<file path="src/rtl/rv32_hazard_scoreboard_if.sv">
// -----------------------------------------------------------------------------
// rv32_hazard_scoreboard_if
// Bundles the decode-side signals of the in-order hazard scoreboard.
//
// Parameters:
//   NUM_READ   - register-file read ports checked per instruction
//   NUM_STAGES - tracked stages after decode
//   SEL_W      - width of latency and bypass-select fields
//
// Signals (direction seen from the scoreboard, i.e. the slave modport):
//   stop        in   pipeline freeze; slots hold, no issue accepted
//   flush       in   kill the instruction entering slot 1, invalidate slot 1
//   issue_valid in   decode holds a real instruction
//   issue_wr    in   instruction writes rd
//   issue_rd    in   destination register
//   issue_lat   in   first slot index at which the result is forwardable
//   use_rs      in   per port: port reads a register
//   rs_addr     in   per port source register, port i at [5i+4:5i]
//   stall       out  decode must hold and inject a bubble
//   bypass_sel  out  per port: 0 = register file, k = forward from slot k
//   stall_count  out (only with RV32_SB_STATS_EN) saturating stall cycles
//   bypass_count out (only with RV32_SB_STATS_EN) saturating bypassed issues
// -----------------------------------------------------------------------------
interface rv32_hazard_scoreboard_if #(
  parameter int NUM_READ   = 3,
  parameter int NUM_STAGES = 3,
  parameter int SEL_W      = $clog2(NUM_STAGES + 1)
);

  logic                      stop;
  logic                      flush;
  logic                      issue_valid;
  logic                      issue_wr;
  logic [4:0]                issue_rd;
  logic [SEL_W-1:0]          issue_lat;
  logic [NUM_READ-1:0]       use_rs;
  logic [NUM_READ*5-1:0]     rs_addr;
  logic                      stall;
  logic [NUM_READ*SEL_W-1:0] bypass_sel;
`ifdef RV32_SB_STATS_EN
  logic [31:0]               stall_count;
  logic [31:0]               bypass_count;
`else
  // statistics outputs are not present in this build
`endif

  // Decoder side: drives the instruction, receives stall and bypass select.
  modport master (
    output stop, flush, issue_valid, issue_wr, issue_rd, issue_lat, use_rs, rs_addr,
    input  stall, bypass_sel
`ifdef RV32_SB_STATS_EN
    , input stall_count, bypass_count
`else
`endif
  );

  // Scoreboard side.
  modport slave (
    input  stop, flush, issue_valid, issue_wr, issue_rd, issue_lat, use_rs, rs_addr,
    output stall, bypass_sel
`ifdef RV32_SB_STATS_EN
    , output stall_count, bypass_count
`else
`endif
  );

endinterface

</file>
<file path="src/rtl/rv32_hazard_scoreboard.sv">
// -----------------------------------------------------------------------------
// rv32_hazard_scoreboard
// In-order hazard scoreboard for the decode stage. One slot per downstream
// stage records {valid, rd, lat} of the instruction in that stage. Each cycle
// the decode-stage source registers are compared against every slot to produce
// a stall request and a per-port bypass source select (combinational).
//
// Ports:
//   clk    in  clock, rising edge
//   reset  in  asynchronous active-high reset, clears all slots
//   sb     rv32_hazard_scoreboard_if.slave (issue, lookup, stall, bypass_sel)
//
// Optional feature: define RV32_SB_STATS_EN to add saturating 32-bit
// stall_count and bypass_count outputs on the interface.
// -----------------------------------------------------------------------------
module rv32_hazard_scoreboard #(
  parameter int NUM_READ   = 3,
  parameter int NUM_STAGES = 3,
  parameter int SEL_W      = $clog2(NUM_STAGES + 1)
) (
  input logic                     clk,
  input logic                     reset,
  rv32_hazard_scoreboard_if.slave sb
);

  localparam logic [SEL_W-1:0] MAX_LAT = SEL_W'(NUM_STAGES);
  localparam logic [SEL_W-1:0] MIN_LAT = SEL_W'(1);

  // Slot state; index 1 is the decode/exec buffer, NUM_STAGES the last stage.
  logic [NUM_STAGES:1] valid_q, valid_d;
  logic [4:0]          rd_q  [1:NUM_STAGES];
  logic [4:0]          rd_d  [1:NUM_STAGES];
  logic [SEL_W-1:0]    lat_q [1:NUM_STAGES];
  logic [SEL_W-1:0]    lat_d [1:NUM_STAGES];

  // Lookup results.
  logic [NUM_READ-1:0]       port_active_s;
  logic [NUM_READ-1:0]       match_found_s;
  logic [NUM_READ-1:0]       port_stall_s;
  logic [SEL_W-1:0]          match_slot_s [NUM_READ];
  logic [SEL_W-1:0]          match_lat_s  [NUM_READ];
  logic [NUM_READ*SEL_W-1:0] bypass_sel_s;
  logic                      stall_s;

  // Issue path.
  logic [SEL_W-1:0] lat_clamp_s;
  logic             accept_s;
  logic             new_valid_s;

  // Per-port search for the youngest slot that writes the source register.
  always_comb begin
    port_active_s = {NUM_READ{1'b0}};
    match_found_s = {NUM_READ{1'b0}};
    for (int i = 0; i < NUM_READ; i++) begin
      match_slot_s[i]  = {SEL_W{1'b0}};
      match_lat_s[i]   = {SEL_W{1'b0}};
      port_active_s[i] = sb.use_rs[i] && (sb.rs_addr[i*5 +: 5] != 5'd0);
      // Walk from oldest to youngest so the last hit is the youngest writer.
      for (int k = NUM_STAGES; k >= 1; k--) begin
        if (valid_q[k] && (rd_q[k] == sb.rs_addr[i*5 +: 5])) begin
          match_found_s[i] = 1'b1;
          match_slot_s[i]  = SEL_W'(k);
          match_lat_s[i]   = lat_q[k];
        end else begin
          match_found_s[i] = match_found_s[i];
        end
      end
    end
  end

  // Forward when the youngest writer's result exists at its slot, else stall;
  // an older ready writer must not be used because its value is stale.
  always_comb begin
    bypass_sel_s = {(NUM_READ*SEL_W){1'b0}};
    port_stall_s = {NUM_READ{1'b0}};
    for (int i = 0; i < NUM_READ; i++) begin
      if (port_active_s[i] && match_found_s[i]) begin
        if (match_slot_s[i] >= match_lat_s[i]) begin
          bypass_sel_s[i*SEL_W +: SEL_W] = match_slot_s[i];
        end else begin
          port_stall_s[i] = 1'b1;
        end
      end else begin
        port_stall_s[i] = 1'b0;
      end
    end
    stall_s = |port_stall_s;
  end

  // Latency clamp and issue acceptance.
  always_comb begin
    if (sb.issue_lat == {SEL_W{1'b0}}) begin
      lat_clamp_s = MIN_LAT;
    end else if (sb.issue_lat >= MAX_LAT) begin
      lat_clamp_s = MAX_LAT;
    end else begin
      lat_clamp_s = sb.issue_lat;
    end
    accept_s    = sb.issue_valid & ~stall_s & ~sb.stop & ~sb.flush;
    // x0 is never a hazard, so writers to it enter as bubbles.
    new_valid_s = accept_s & sb.issue_wr & (sb.issue_rd != 5'd0);
  end

  // Slot shift register next state: advance unless frozen, flush kills slot 1.
  always_comb begin
    valid_d = valid_q;
    rd_d    = rd_q;
    lat_d   = lat_q;
    if (!sb.stop) begin
      for (int k = NUM_STAGES; k >= 2; k--) begin
        // A flushed slot 1 moves on as a bubble.
        valid_d[k] = (k == 2) ? (valid_q[k-1] & ~sb.flush) : valid_q[k-1];
        rd_d[k]    = rd_q[k-1];
        lat_d[k]   = lat_q[k-1];
      end
      valid_d[1] = new_valid_s;
      rd_d[1]    = sb.issue_rd;
      lat_d[1]   = lat_clamp_s;
    end else begin
      if (sb.flush) begin
        valid_d[1] = 1'b0;
      end else begin
        valid_d[1] = valid_q[1];
      end
    end
  end

  // Slot registers.
  always_ff @(posedge clk or posedge reset) begin
    if (reset) begin
      valid_q <= {NUM_STAGES{1'b0}};
      for (int k = 1; k <= NUM_STAGES; k++) begin
        rd_q[k]  <= 5'd0;
        lat_q[k] <= {SEL_W{1'b0}};
      end
    end else begin
      valid_q <= valid_d;
      rd_q    <= rd_d;
      lat_q   <= lat_d;
    end
  end

  assign sb.stall      = stall_s;
  assign sb.bypass_sel = bypass_sel_s;

`ifdef RV32_SB_STATS_EN
  logic [31:0] stall_count_q, stall_count_d;
  logic [31:0] bypass_count_q, bypass_count_d;

  // Saturating statistics counters next state.
  always_comb begin
    if (stall_s && !sb.stop && (stall_count_q != 32'hFFFF_FFFF)) begin
      stall_count_d = stall_count_q + 32'd1;
    end else begin
      stall_count_d = stall_count_q;
    end
    if (accept_s && (bypass_sel_s != {(NUM_READ*SEL_W){1'b0}}) &&
        (bypass_count_q != 32'hFFFF_FFFF)) begin
      bypass_count_d = bypass_count_q + 32'd1;
    end else begin
      bypass_count_d = bypass_count_q;
    end
  end

  // Statistics counter registers.
  always_ff @(posedge clk or posedge reset) begin
    if (reset) begin
      stall_count_q  <= 32'd0;
      bypass_count_q <= 32'd0;
    end else begin
      stall_count_q  <= stall_count_d;
      bypass_count_q <= bypass_count_d;
    end
  end

  assign sb.stall_count  = stall_count_q;
  assign sb.bypass_count = bypass_count_q;
`else
  // no statistics counters in this build
`endif

endmodule

</file>
<file path="src/flat_wrapper.sv">
// flat-port wrapper written by rule: the top's interface ports become plain ports
module rv32_hazard_scoreboard_flat 
#(
  parameter int NUM_READ   = 3,
  parameter int NUM_STAGES = 3,
  parameter int SEL_W      = $clog2(NUM_STAGES + 1)
)
  (clk, reset, sb_stop, sb_flush, sb_issue_valid, sb_issue_wr, sb_issue_rd, sb_issue_lat, sb_use_rs, sb_rs_addr, sb_stall, sb_bypass_sel);
  rv32_hazard_scoreboard_if #(.NUM_READ(NUM_READ), .NUM_STAGES(NUM_STAGES), .SEL_W(SEL_W)) sb_i ();
  input logic clk;
  input logic reset;
  input wire logic [$bits(sb_i.stop)-1:0] sb_stop;
  input wire logic [$bits(sb_i.flush)-1:0] sb_flush;
  input wire logic [$bits(sb_i.issue_valid)-1:0] sb_issue_valid;
  input wire logic [$bits(sb_i.issue_wr)-1:0] sb_issue_wr;
  input wire logic [$bits(sb_i.issue_rd)-1:0] sb_issue_rd;
  input wire logic [$bits(sb_i.issue_lat)-1:0] sb_issue_lat;
  input wire logic [$bits(sb_i.use_rs)-1:0] sb_use_rs;
  input wire logic [$bits(sb_i.rs_addr)-1:0] sb_rs_addr;
  output wire logic [$bits(sb_i.stall)-1:0] sb_stall;
  output wire logic [$bits(sb_i.bypass_sel)-1:0] sb_bypass_sel;
  assign sb_i.stop = sb_stop;
  assign sb_i.flush = sb_flush;
  assign sb_i.issue_valid = sb_issue_valid;
  assign sb_i.issue_wr = sb_issue_wr;
  assign sb_i.issue_rd = sb_issue_rd;
  assign sb_i.issue_lat = sb_issue_lat;
  assign sb_i.use_rs = sb_use_rs;
  assign sb_i.rs_addr = sb_rs_addr;
  assign sb_stall = sb_i.stall;
  assign sb_bypass_sel = sb_i.bypass_sel;
  rv32_hazard_scoreboard #(.NUM_READ(NUM_READ), .NUM_STAGES(NUM_STAGES), .SEL_W(SEL_W)) u_core (.clk(clk), .reset(reset), .sb(sb_i));
endmodule
</file>
<file path="config.mk">
export PLATFORM = sky130hd
export DESIGN_NAME = rv32_hazard_scoreboard_flat
export DESIGN_NICKNAME = d
export VERILOG_FILES = /design/src/rtl/rv32_hazard_scoreboard_if.sv /design/src/rtl/rv32_hazard_scoreboard.sv /design/src/flat_wrapper.sv
export SDC_FILE = /design/constraint.sdc
export NUM_CORES = 1
export LEC_CHECK = 0
export CORE_ASPECT_RATIO = 0.75
export CORE_UTILIZATION = 50
export CTS_CLUSTER_SIZE = 25
export DETAILED_ROUTE_END_ITERATION = 12
export PLACE_DENSITY = 0.78
export SLEW_MARGIN = 20
export SYNTH_ARGS = -nofsm -noshare
export SYNTH_HDL_FRONTEND = slang
export SYNTH_SLANG_ARGS = --single-unit
</file>
<file path="constraint.sdc">
create_clock -name clk -period 4.3 [get_ports clk]
set_input_delay 0.86 -clock clk [delete_from_list [all_inputs] [get_ports clk]]
set_output_delay 0.86 -clock clk [all_outputs]
set_load 0.01 [all_outputs]
</file>
==> Word level (Yosys, flattened, before mapping) <==
Cells that the tools add are included.
{ "totals": {"reg_bits": 24, "in_bits": 31, "wordCells": 95, "output_inout_bits": 7} }
{ "classes": {"reduce_logical": 21, "magnitude_cmp": 4, "eq_ne": 10, "mux": 43, "bitwise": 9} }
{ "op_table": {"columns": ["operator", "n"], "rows": [
  ["$mux W2", 26],
  ["$eq A5 B5 Y1", 9],
  ["$reduce_bool A5 Y1", 4],
  ["$mux W1", 17],
  ["$logic_and A1 B1 Y1", 15],
  ["$and A1 B1 Y1", 6],
  ["$ge A2 B2 Y1", 3],
  ["$not A1 Y1", 3],
  ["$reduce_or A3 Y1", 1],
  ["$ge A2 B2 Y1 const B", 1],
  ["$logic_not A2 Y1", 1],
  ["$ne A2 B1 Y1 const B", 1]
]} }

==> Logic depth before layout (Yosys ltp) <==
Gate-level depths: netlist of the first run.
{ "depth": {"word_depth": 16, "ltp_mapped": 12, "depth_no_buf": 12} }

==> Worst setup path before layout of the first run <==
No wires, ideal clock.
{ "synth_timing": {"kind": "input to output", "start": "input sb_rs_addr[0]", "end": "output sb_stall", "path_buffers": 0, "slack_ns": 0.641, "path_stages": 11, "arrival_ns": 2.799, "cell_sequence": "xor2_1 > nor4_1 > and3_1 > nor2b_1 > a221oi_1 > a21oi_1 > ha_1 > nand2b_1 > a21oi_1 > o311ai_4 > o221ai_2"} }
{ "synth_between": {"elab_chain_len": 9, "word_cells_on_any_way": 22, "cone_classes": "order compare: 1; eq/ne: 3; mux: 11; reduce/logical: 7"} }
{ "synth_rtl": {"columns": ["item", "line_no", "text"], "rows": [
  ["from (decl)", "flat_wrapper.sv:19", "input wire logic [$bits(sb_i.rs_addr)-1:0] sb_rs_addr;"],
  ["$eq A5 B5 Y1", "rv32_hazard_scoreboard.sv:60", "if (valid_q[k] && (rd_q[k] == sb.rs_addr[i*5 +: 5])) begin"],
  ["$logic_and A1 B1 Y1", "rv32_hazard_scoreboard.sv:60", null],
  ["$mux W2 (3 in a row)", "rv32_hazard_scoreboard.sv:60", null],
  ["$ge A2 B2 Y1", "rv32_hazard_scoreboard.sv:78", "if (match_slot_s[i] >= match_lat_s[i]) begin"],
  ["$mux W1", "rv32_hazard_scoreboard.sv:78", null],
  ["$mux W1 *", "rv32_hazard_scoreboard.sv:77", "if (port_active_s[i] && match_found_s[i]) begin"],
  ["$reduce_or A3 Y1 *", "rv32_hazard_scoreboard.sv:87", "stall_s = |port_stall_s;"],
  ["to (decl)", "flat_wrapper.sv:20", "output wire logic [$bits(sb_i.stall)-1:0] sb_stall;"]
]} }
Every way passes the cells marked *; elsewhere a longest branch is shown, timed or not.

==> Final worst setup path of the first run <==
{ "layout_timing": {"start": "input sb_rs_addr[6]", "end": "output sb_stall"} }
The elaborated chain is that of the path after synthesis.

==> impl_metrics.json, run 1 <==
{
  "status": "completed",
  "gr-usage-all-layers": 0.248,
  "htree_levels": 1,
  "avgSynthCellArea_sq_um": 10.0,
  "cts_buffers": 3,
  "fin_crit_sh": 0.971,
  "final_area_sq_um": 2570,
  "ff2ff_setup_slack_ns": 1.29,
  "min_to": "u_core.lat_q[1]",
  "ir_drop_uv": 323,
  "drtIter0Drc": 115,
  "r2r-start": "u_core.rd_q[8]",
  "tightest_slew_ns": 1.03,
  "cap_viol_max_count": 0,
  "layout.nets": 286,
  "fp.dieH_um": 54.7,
  "grt_pass1_vias": 1593,
  "clk_latency_ns": 0.26,
  "detail_route.wirelength_um": 4810,
  "synthDistinctLibCells": 28,
  "syn_nets": 221,
  "start_util": 0.543,
  "critical_path_class": "in2out",
  "final_cells": 297,
  "clock-sinks": 24,
  "final_common_cell": "xor2_1",
  "reg2regPathDepth": 14,
  "seq_area_frac_synth": 0.325,
  "critPathRequiredTime_ns": 3.44,
  "remaining_drc_errors": 0,
  "relSlewSlack": 0.310,
  "ctsLongestPathBuffers": 2,
  "finalSetupViolCount": 0,
  "grt_overflow": 0,
  "hold_violations": 0,
  "critPathLaunchType": "primary input",
  "slew_violations": 0,
  "min_from": "u_core.lat_q[1]",
  "ys_ff_latch": 24,
  "yosysTopAreaCellShare": 0.325,
  "grt_pass1_wl_um": 7230,
  "dpl_cell_area_sq_um": 2440,
  "ant_nets": 0,
  "dp_hpwl_um": 3830,
  "nFillCells": 253,
  "core_sq_um": 3400,
  "first_pass_iters": 4,
  "r2r_end": "u_core.valid_q[1]",
  "grt_max_degree": 28,
  "drive_above_1_share": 0.287,
  "total_power_uw": 600,
  "finalClockSkew_ns": 0.00464,
  "placedCellCount": 290,
  "fmax_mhz": 239,
  "die_w_um": 72.2,
  "synthCells": 184,
  "multi_input_area_sq_um": 1270,
  "yosys-top-cells-area": "dfrtp_1, xor2_1, mux2_2",
  "rows": 18,
  "hold_class": "reg2reg",
  "vias_per_cell": 5.48,
  "synth_warnings": 0,
  "cp_max_fo": 4,
  "hold_depth": 1,
  "clk_pin_slew_worst_paths_ns": 0.07,
  "p_leak_nw": 1.18,
  "regArea_sq_um": 601,
  "cts_root_buf": "clkbuf_8",
  "synth_top_cell_by_area": "dfrtp_1",
  "layout_common_cells": "xor2_1, buf_4, dfrtp_1",
  "num_io_pins": 38,
  "area_delta_synth_final_pct": 39.3,
  "netlist_area_sq_um": 1850,
  "vias": 1627,
  "antennaDiodeCount": 0,
  "final_util": 0.757,
  "cp.arrival_ns": 3.32,
  "die_area_sq_um": 3950,
  "whs_ns": 0.587,
  "wire_per_inst_um": 16.2,
  "period_needed_ns": 4.18,
  "power.density_nw_per_um2": 233,
  "io_buffers": 37,
  "place.gp.congestion": 0.921,
  "cts_tree": "yes",
  "end_kind": "primary output",
  "antenna_found_initial": 0
}
## cell families after synthesis
kind of cell               Yosys count  synth area share
AOI/OAI and AO/OA                   23            0.0989
DFF                                 24             0.325
buffers and inverters                9            0.0237
xor gates and xnor gates            45             0.213
and+or+nand+nor                     55             0.167
adders and majority gates            6            0.0406
muxes                               22             0.132
## power breakdown
part           switching [mW]  leakage (nW)  internal, mW
registers              0.0554         0.287         0.254
clock network          0.0606        0.0216        0.0624
logic                  0.0712         0.873        0.0963
total                   0.187          1.18         0.413
## worst max-delay path: stages
cell and delay (ns):
clkdlybuf4s50_1 0.50, xnor2_1 0.17, and3_1 0.21, buf_4 0.16, a221oi_2 0.25, a21oi_1 0.07
ha_1 0.27, nand2b_1 0.15, a21oi_2 0.20, nand2b_1 0.09, o221ai_2 0.21, buf_2 0.17
## timing repair
item / CTS / global route
pin swaps: 8 / 16
endpoints found under the setup margin: 7 / 7
buffers inserted: 0 / 4
resized for setup: 25 / 25
hold buffers: 0 / 0
## layout make-up
class | count | share of cell area
Clock buffer | 3 | 0.0160
Inverter | 3 | 0.00438
Multi-Input combinational cell | 151 | 0.493
Sequential cell | 24 | 0.233
Tap cell | 50 | 0.0243
Timing Repair Buffer | 66 | 0.228
## sequential cells by signal, indices dropped and copies added (netlist names)
register / flops
u_core.valid_q: 3
u_core.lat_q: 6
u_core.rd_q: 15
## layer usage
layer | up-vias | wire length (um) | GRT usage
met5 | - | 0 | 0
met4 | 0 | 77 | 0.0948
met3 | 10 | 204 | 0.0129
met2 | 48 | 2350 | 0.456
met1 | 784 | 2180 | 0.315
li1 | 785 | - | -
## cell usage after synthesis (all sizes together)
master	count
a22o	3
o221ai	1
nor3	5
nor4	12
ha	6
mux2i	3
o2111ai	1
nand2b	6
nor2	11
xor2	36
o21ai	5
inv	3
xnor2	9
o311ai	1
mux2	19
a21oi	7
clkbuf	3
a221oi	3
buf	3
nand2	5
o22ai	1
nor2b	3
or4	4
and3	9
o21a	1
dfrtp	24
## through the flow
stage | setup TNS (ns) | setup WS [ns]
3_3_place_gp | -2.46 | -0.668
2_1_floorplan | 0 | 0.641
6_report | 0 | 0.124
3_5_place_dp | -3.12 | -0.723
5_1_grt | -0.00557 | -0.00557
4_1_cts | -0.187 | -0.173
## worst max-delay path by stage
stage | from | end | slack, ns | cells past startpoint
CTS | sb_rs_addr[13] | sb_stall | -0.17 | 13
detailed placement | sb_rs_addr[0] | sb_stall | -0.72 | 13
global placement | sb_rs_addr[0] | sb_stall | -0.67 | 13
finish | sb_rs_addr[6] | sb_stall | 0.12 | 12
global route | sb_rs_addr[6] | sb_stall | -0.006 | 12
floorplan | sb_rs_addr[0] | sb_stall | 0.64 | 11
Note: power is estimated with default switching activity, not from simulation.
==> inputs of run 2 (changes only) <==
--- a/config.mk
+++ b/config.mk
@@ -14,3 +14,4 @@
 export SYNTH_ARGS = -nofsm -noshare
 export SYNTH_HDL_FRONTEND = slang
 export SYNTH_SLANG_ARGS = --single-unit
+export TNS_END_PERCENT = 20
==> impl_metrics.json, run 2 (synthesis results as in run 1) <==
{
  "status": "completed",
  "whs_ns": 0.587,
  "cts_buffers": 3,
  "p_leak_nw": 1.22,
  "critical_path_class": "in2out",
  "total_power_uw": 603,
  "p_comb_frac": 0.280,
  "first_pass_iters": 4,
  "drive_above_1_share": 0.293,
  "area_delta_synth_final_pct": 39.7,
  "grt_pass1_wl_um": 7160,
  "wire_per_inst_um": 16.2,
  "power.share.switching": 0.313,
  "clk_latency_ns": 0.26,
  "fin_setup_tns_ns": 0,
  "grt_max_degree": 28,
  "io_buffers": 37,
  "placedCellCount": 290,
  "die_area_sq_um": 3950,
  "drtIter0Drc": 94,
  "start_util": 0.543,
  "pre_cts_slack_ns": -0.723,
  "rows": 18,
  "crit_chain": "dlymetal6s2s_1 > xor2_1 > nor4_2 > and3_1 > nor2b_4 > buf_4 > a22o_1 > mux2i_1 > ha_1 > a21oi_2 > nand2b_1 > o221ai_2 > buf_2",
  "fmax_mhz": 240,
  "grt_pass1_vias": 1595,
  "cp.arrival_ns": 3.30,
  "clock-sinks": 24,
  "cts_root_buf": "clkbuf_8",
  "remaining_drc_errors": 0,
  "dp_hpwl_um": 3830,
  "fin_crit_sh": 0.968,
  "max_stage_delay_ns": 0.34,
  "cp.buffers_inverters": 3,
  "htree_levels": 1,
  "end_kind": "primary output",
  "p_switching_uw": 189,
  "final_cells": 296,
  "core_sq_um": 3400,
  "grt_overflow": 0,
  "hold_class": "reg2reg",
  "cap_viol_max_count": 0,
  "ir_drop_uv": 325,
  "rsz0062_at_grt": "no",
  "cp_max_fo": 4,
  "clockPowerShare": 0.204,
  "slew_violations": 0,
  "vias": 1642,
  "power.density_nw_per_um2": 233,
  "period_needed_ns": 4.16,
  "cts_tree": "yes",
  "largest_register": "u_core.rd_q",
  "largest_register_ffs": 15,
  "ctsLongestPathBuffers": 2,
  "gr-usage-all-layers": 0.246,
  "critPathRequiredTime_ns": 3.44,
  "place.gp.congestion": 0.921,
  "final_util": 0.759,
  "fin_ws_ns": 0.139,
  "die_w_um": 72.2,
  "critPathLaunchType": "primary input",
  "hold_buffers": 0,
  "hold_violations": 0,
  "detail_route.wirelength_um": 4790,
  "p_seq_frac": 0.515,
  "layout.nets": 285,
  "finalClockSkew_ns": 0.00368,
  "fp.dieH_um": 54.7,
  "ant_nets": 0,
  "tightest_slew_ns": 1.03,
  "final_common_cell": "xor2_1",
  "num_io_pins": 38,
  "nFillCells": 246,
  "final_area_sq_um": 2580,
  "cp_top_family": "simple AND/OR/NAND/NOR gates",
  "intPower_uw": 414,
  "dpl_cell_area_sq_um": 2440,
  "antennaDiodeCount": 0,
  "top_regs": "u_core.rd_q x15, u_core.lat_q x6, u_core.valid_q x3",
  "slowest_stage": "nor4_2",
  "finalSetupViolCount": 0,
  "relSlewSlack": 0.309,
  "clk_pin_slew_worst_paths_ns": 0.07,
  "layout_common_cells": "xor2_1, buf_4, dfrtp_1",
  "antenna_found_initial": 0,
  "vias_per_cell": 5.55
}
==> run 2: cell count changes in the layout (fill, tap and decap cells not counted), sizes merged <==
cell / previous run / this run
clkdlybuf4s50: 16 / 15
clkdlybuf4s15: 3 / 2
clkbuf: 4 / 5
buf: 31 / 30
dlygate4sd2: 6 / 3
dlymetal6s2s: 9 / 13
==> run 2: power groups by stage <==
| stage | logic (mW) | registers (mW) | clock network, mW |
|---|---|---|---|
| after CTS | 0.163 | 0.307 | 0.125 |
| after global placement | 0.152 | 0.309 | 0 |
| after floorplan | 0.101 | 0.292 | 0 |
| after detailed placement | 0.163 | 0.311 | 0 |
| after global routing | 0.184 | 0.314 | 0.133 |
| final | 0.169 | 0.310 | 0.123 |
==> run 2: final cells by class <==
type	instances	area (sq um)	area share
repair buffers	65	589	0.228
clock buffers	3	41.3	0.0160
flip-flops and latches	24	601	0.233
inverters	3	11.3	0.00436
well taps	50	62.6	0.0242
multi-input cells	151	1280	0.495
==> run 2: final timing paths <==
kind                                     end  slack [ns]  cells past startpoint             from
max                                 sb_stall        0.14                     13    sb_rs_addr[7]
min                          u_core.lat_q[1]        0.59                      1  u_core.lat_q[1]
max reg2reg                u_core.valid_q[1]        1.30                     14   u_core.rd_q[7]
min reg2reg                  u_core.lat_q[1]        0.59                      1  u_core.lat_q[1]
max in group asynchronous    u_core.rd_q[14]        2.73                      2            reset
min in group asynchronous     u_core.rd_q[0]        1.06                      2            reset
==> run 2: timing repair <==
action,4_1_cts,5_1_grt
gates resized for setup,21,32
setup buffers,0,3
endpoints found under the setup margin,7,7
pin swaps,4,21
==> run 2: metal layers <==
metal / GRT usage / share of wire / routed length, um / vias to the layer above
li1: - / - / - / 786
met1: 0.307 / 0.45 / 2160 / 781
met2: 0.456 / 0.48 / 2290 / 65
met3: 0.0184 / 0.052 / 248 / 10
met4: 0.0915 / 0.019 / 90 / 0
met5: 0 / 0 / 0 / -
==> run 2: worst reg2reg max path, stage by stage, from the launching register on <==
cell and delay [ns]:
dfrtp_1 0.47, xor2_1 0.20, nor4_2 0.34, and3_1 0.27, nor2b_4 0.06, buf_4 0.13, a22o_1 0.18, mux2i_1 0.15
ha_1 0.28, a21oi_2 0.21, nand2b_1 0.09, o221ai_2 0.20, buf_4 0.14, buf_4 0.09, o22ai_2 0.06
==> inputs of run 3 (changes only) <==
--- a/config.mk
+++ b/config.mk
@@ -5,10 +5,12 @@
 export SDC_FILE = /design/constraint.sdc
 export NUM_CORES = 1
 export LEC_CHECK = 0
+export CAP_MARGIN = 20
 export CORE_ASPECT_RATIO = 0.75
 export CORE_UTILIZATION = 50
 export CTS_CLUSTER_SIZE = 25
 export DETAILED_ROUTE_END_ITERATION = 12
+export MAX_ROUTING_LAYER = met4
 export PLACE_DENSITY = 0.78
 export SLEW_MARGIN = 20
 export SYNTH_ARGS = -nofsm -noshare
==> impl_metrics.json, run 3 (synthesis results as in run 1) <==
{
  "rows": 18,
  "fmax_mhz": 238,
  "dp_hpwl_um": 3850,
  "final_common_cell": "xor2_1",
  "gr-usage-all-layers": 0.280,
  "p_leak_nw": 1.16,
  "vias": 1688,
  "fin_setup_tns_ns": 0,
  "finalSetupViolCount": 0,
  "min_to": "u_core.valid_q[3]",
  "fp.dieH_um": 54.7,
  "top_regs": "u_core.rd_q x15, u_core.lat_q x6, u_core.valid_q x3",
  "cp.arrival_ns": 3.34,
  "place.gp.congestion": 0.915,
  "grt_max_degree": 28,
  "hold_buffers": 0,
  "placedCellCount": 290,
  "area_delta_synth_final_pct": 40.0,
  "startpoint": "sb_rs_addr[3]",
  "relSlewSlack": 0.306,
  "final_cells": 298,
  "first_pass_iters": 4,
  "layout_common_cells": "xor2_1, buf_4, dfrtp_1",
  "critical_path_class": "in2out",
  "period_needed_ns": 4.20,
  "detail_route.wirelength_um": 5000,
  "critPathLaunchType": "primary input",
  "final_util": 0.761,
  "clk_latency_ns": 0.26,
  "vias_per_cell": 5.66,
  "cts_root_buf": "clkbuf_8",
  "finalClockSkew_ns": 0.00606,
  "pre_cts_slack_ns": -0.645,
  "ir_drop_uv": 274,
  "grt_overflow": 0,
  "ff2ff_setup_slack_ns": 1.42,
  "tightest_slew_ns": 1.04,
  "drive_above_1_share": 0.319,
  "grt_pass1_vias": 1646,
  "r2r_end": "u_core.valid_q[1]",
  "fin_ws_ns": 0.104,
  "cp_max_fo": 4,
  "clk_pin_slew_worst_paths_ns": 0.07,
  "hold_violations": 0,
  "antennaDiodeCount": 0,
  "cts_tree": "yes",
  "wire_per_inst_um": 16.8,
  "start_util": 0.543,
  "die_w_um": 72.2,
  "htree_levels": 1,
  "slew_violations": 0,
  "end_kind": "primary output",
  "r2r-start": "u_core.rd_q[5]",
  "ant_nets": 0,
  "drtIter0Drc": 85,
  "status": "completed",
  "remaining_drc_errors": 0,
  "io_buffers": 37,
  "nFillCells": 229,
  "power.density_nw_per_um2": 257,
  "multi_input_area_sq_um": 1290,
  "hold_class": "reg2reg",
  "die_area_sq_um": 3950,
  "num_io_pins": 38,
  "largest_register_ffs": 15,
  "core_sq_um": 3400,
  "regArea_sq_um": 601,
  "ctsLongestPathBuffers": 2,
  "total_power_uw": 665,
  "antenna_found_initial": 0,
  "hold_depth": 1,
  "fin_crit_sh": 0.976,
  "reg2regPathDepth": 14,
  "cts_buffers": 3,
  "min_from": "u_core.valid_q[3]",
  "grt_pass1_wl_um": 7890,
  "clock-sinks": 24,
  "largest_register": "u_core.rd_q",
  "cap_viol_max_count": 0,
  "layout.nets": 286,
  "critPathRequiredTime_ns": 3.44
}
[run 3: changes by cell type in the layout (fill, tap and decap cells not counted), moves of 2 or more]
cell,delta
dlymetal6s2s_1,-10
nor2b_4,-2
nor2b_2,+2
dlygate4sd2_1,+7
clkbuf_2,+2
and3_4,+2
[run 3: final cells by class]
| type | count | area share |
|---|---|---|
| sequential | 24 | 0.232 |
| multi-input combinational | 151 | 0.498 |
| inverter | 3 | 0.00435 |
| clock buffer | 3 | 0.0160 |
| timing repair buffer | 66 | 0.214 |
| clock inverter | 1 | 0.0116 |
| tap | 50 | 0.0242 |
[run 3: metrics by stage]
stage	hold WS (ns)	instance area, sq um
5_1_grt	0.623	2590
3_3_place_gp	0.540	2440
6_report	0.593	2590
2_1_floorplan	0.495	1850
4_1_cts	0.596	2510
3_5_place_dp	0.573	2440
[run 3: critical path: stages]
cell and delay (ns):
dlygate4sd2_1 0.29, xor2_1 0.17, nor4_1 0.29, and3_4 0.25, nor2b_2 0.05, a221oi_2 0.21
a21oi_1 0.07, ha_1 0.27, nand2b_1 0.18, a21oi_2 0.18, buf_4 0.15, o311ai_4 0.09
o221ai_2 0.10, buf_2 0.17
[run 3: layer usage]
| metal | up-vias | GRT usage | part of all wire |
|---|---|---|---|
| met5 | - | - | 0 |
| met3 | 14 | 0.0239 | 0.046 |
| li1 | 795 | - | - |
| met1 | 817 | 0.364 | 0.45 |
| met4 | 0 | 0.0850 | 0.026 |
| met2 | 62 | 0.475 | 0.48 |
[run 3: how the worst max path moves through the flow]
stage	to	slack, ns
6_report	sb_stall	0.10
5_1_grt	sb_stall	-0.01
4_1_cts	sb_stall	0.005
3_5_place_dp	sb_stall	-0.64
3_3_place_gp	sb_stall	-0.47
2_1_floorplan	sb_stall	0.64
[run 3: timing repair]
action,4_1_cts,5_1_grt
gates resized for setup,32,27
pin swaps,10,16
endpoints found under the setup margin,7,4
endpoints found under the hold margin,0,0
setup buffers,2,2
[run 3: power by group]
group	total, mW	switching, mW	internal (mW)
Clock	0.190	0.0654	0.124
Combinational	0.165	0.0703	0.0943
Sequential	0.311	0.0566	0.254
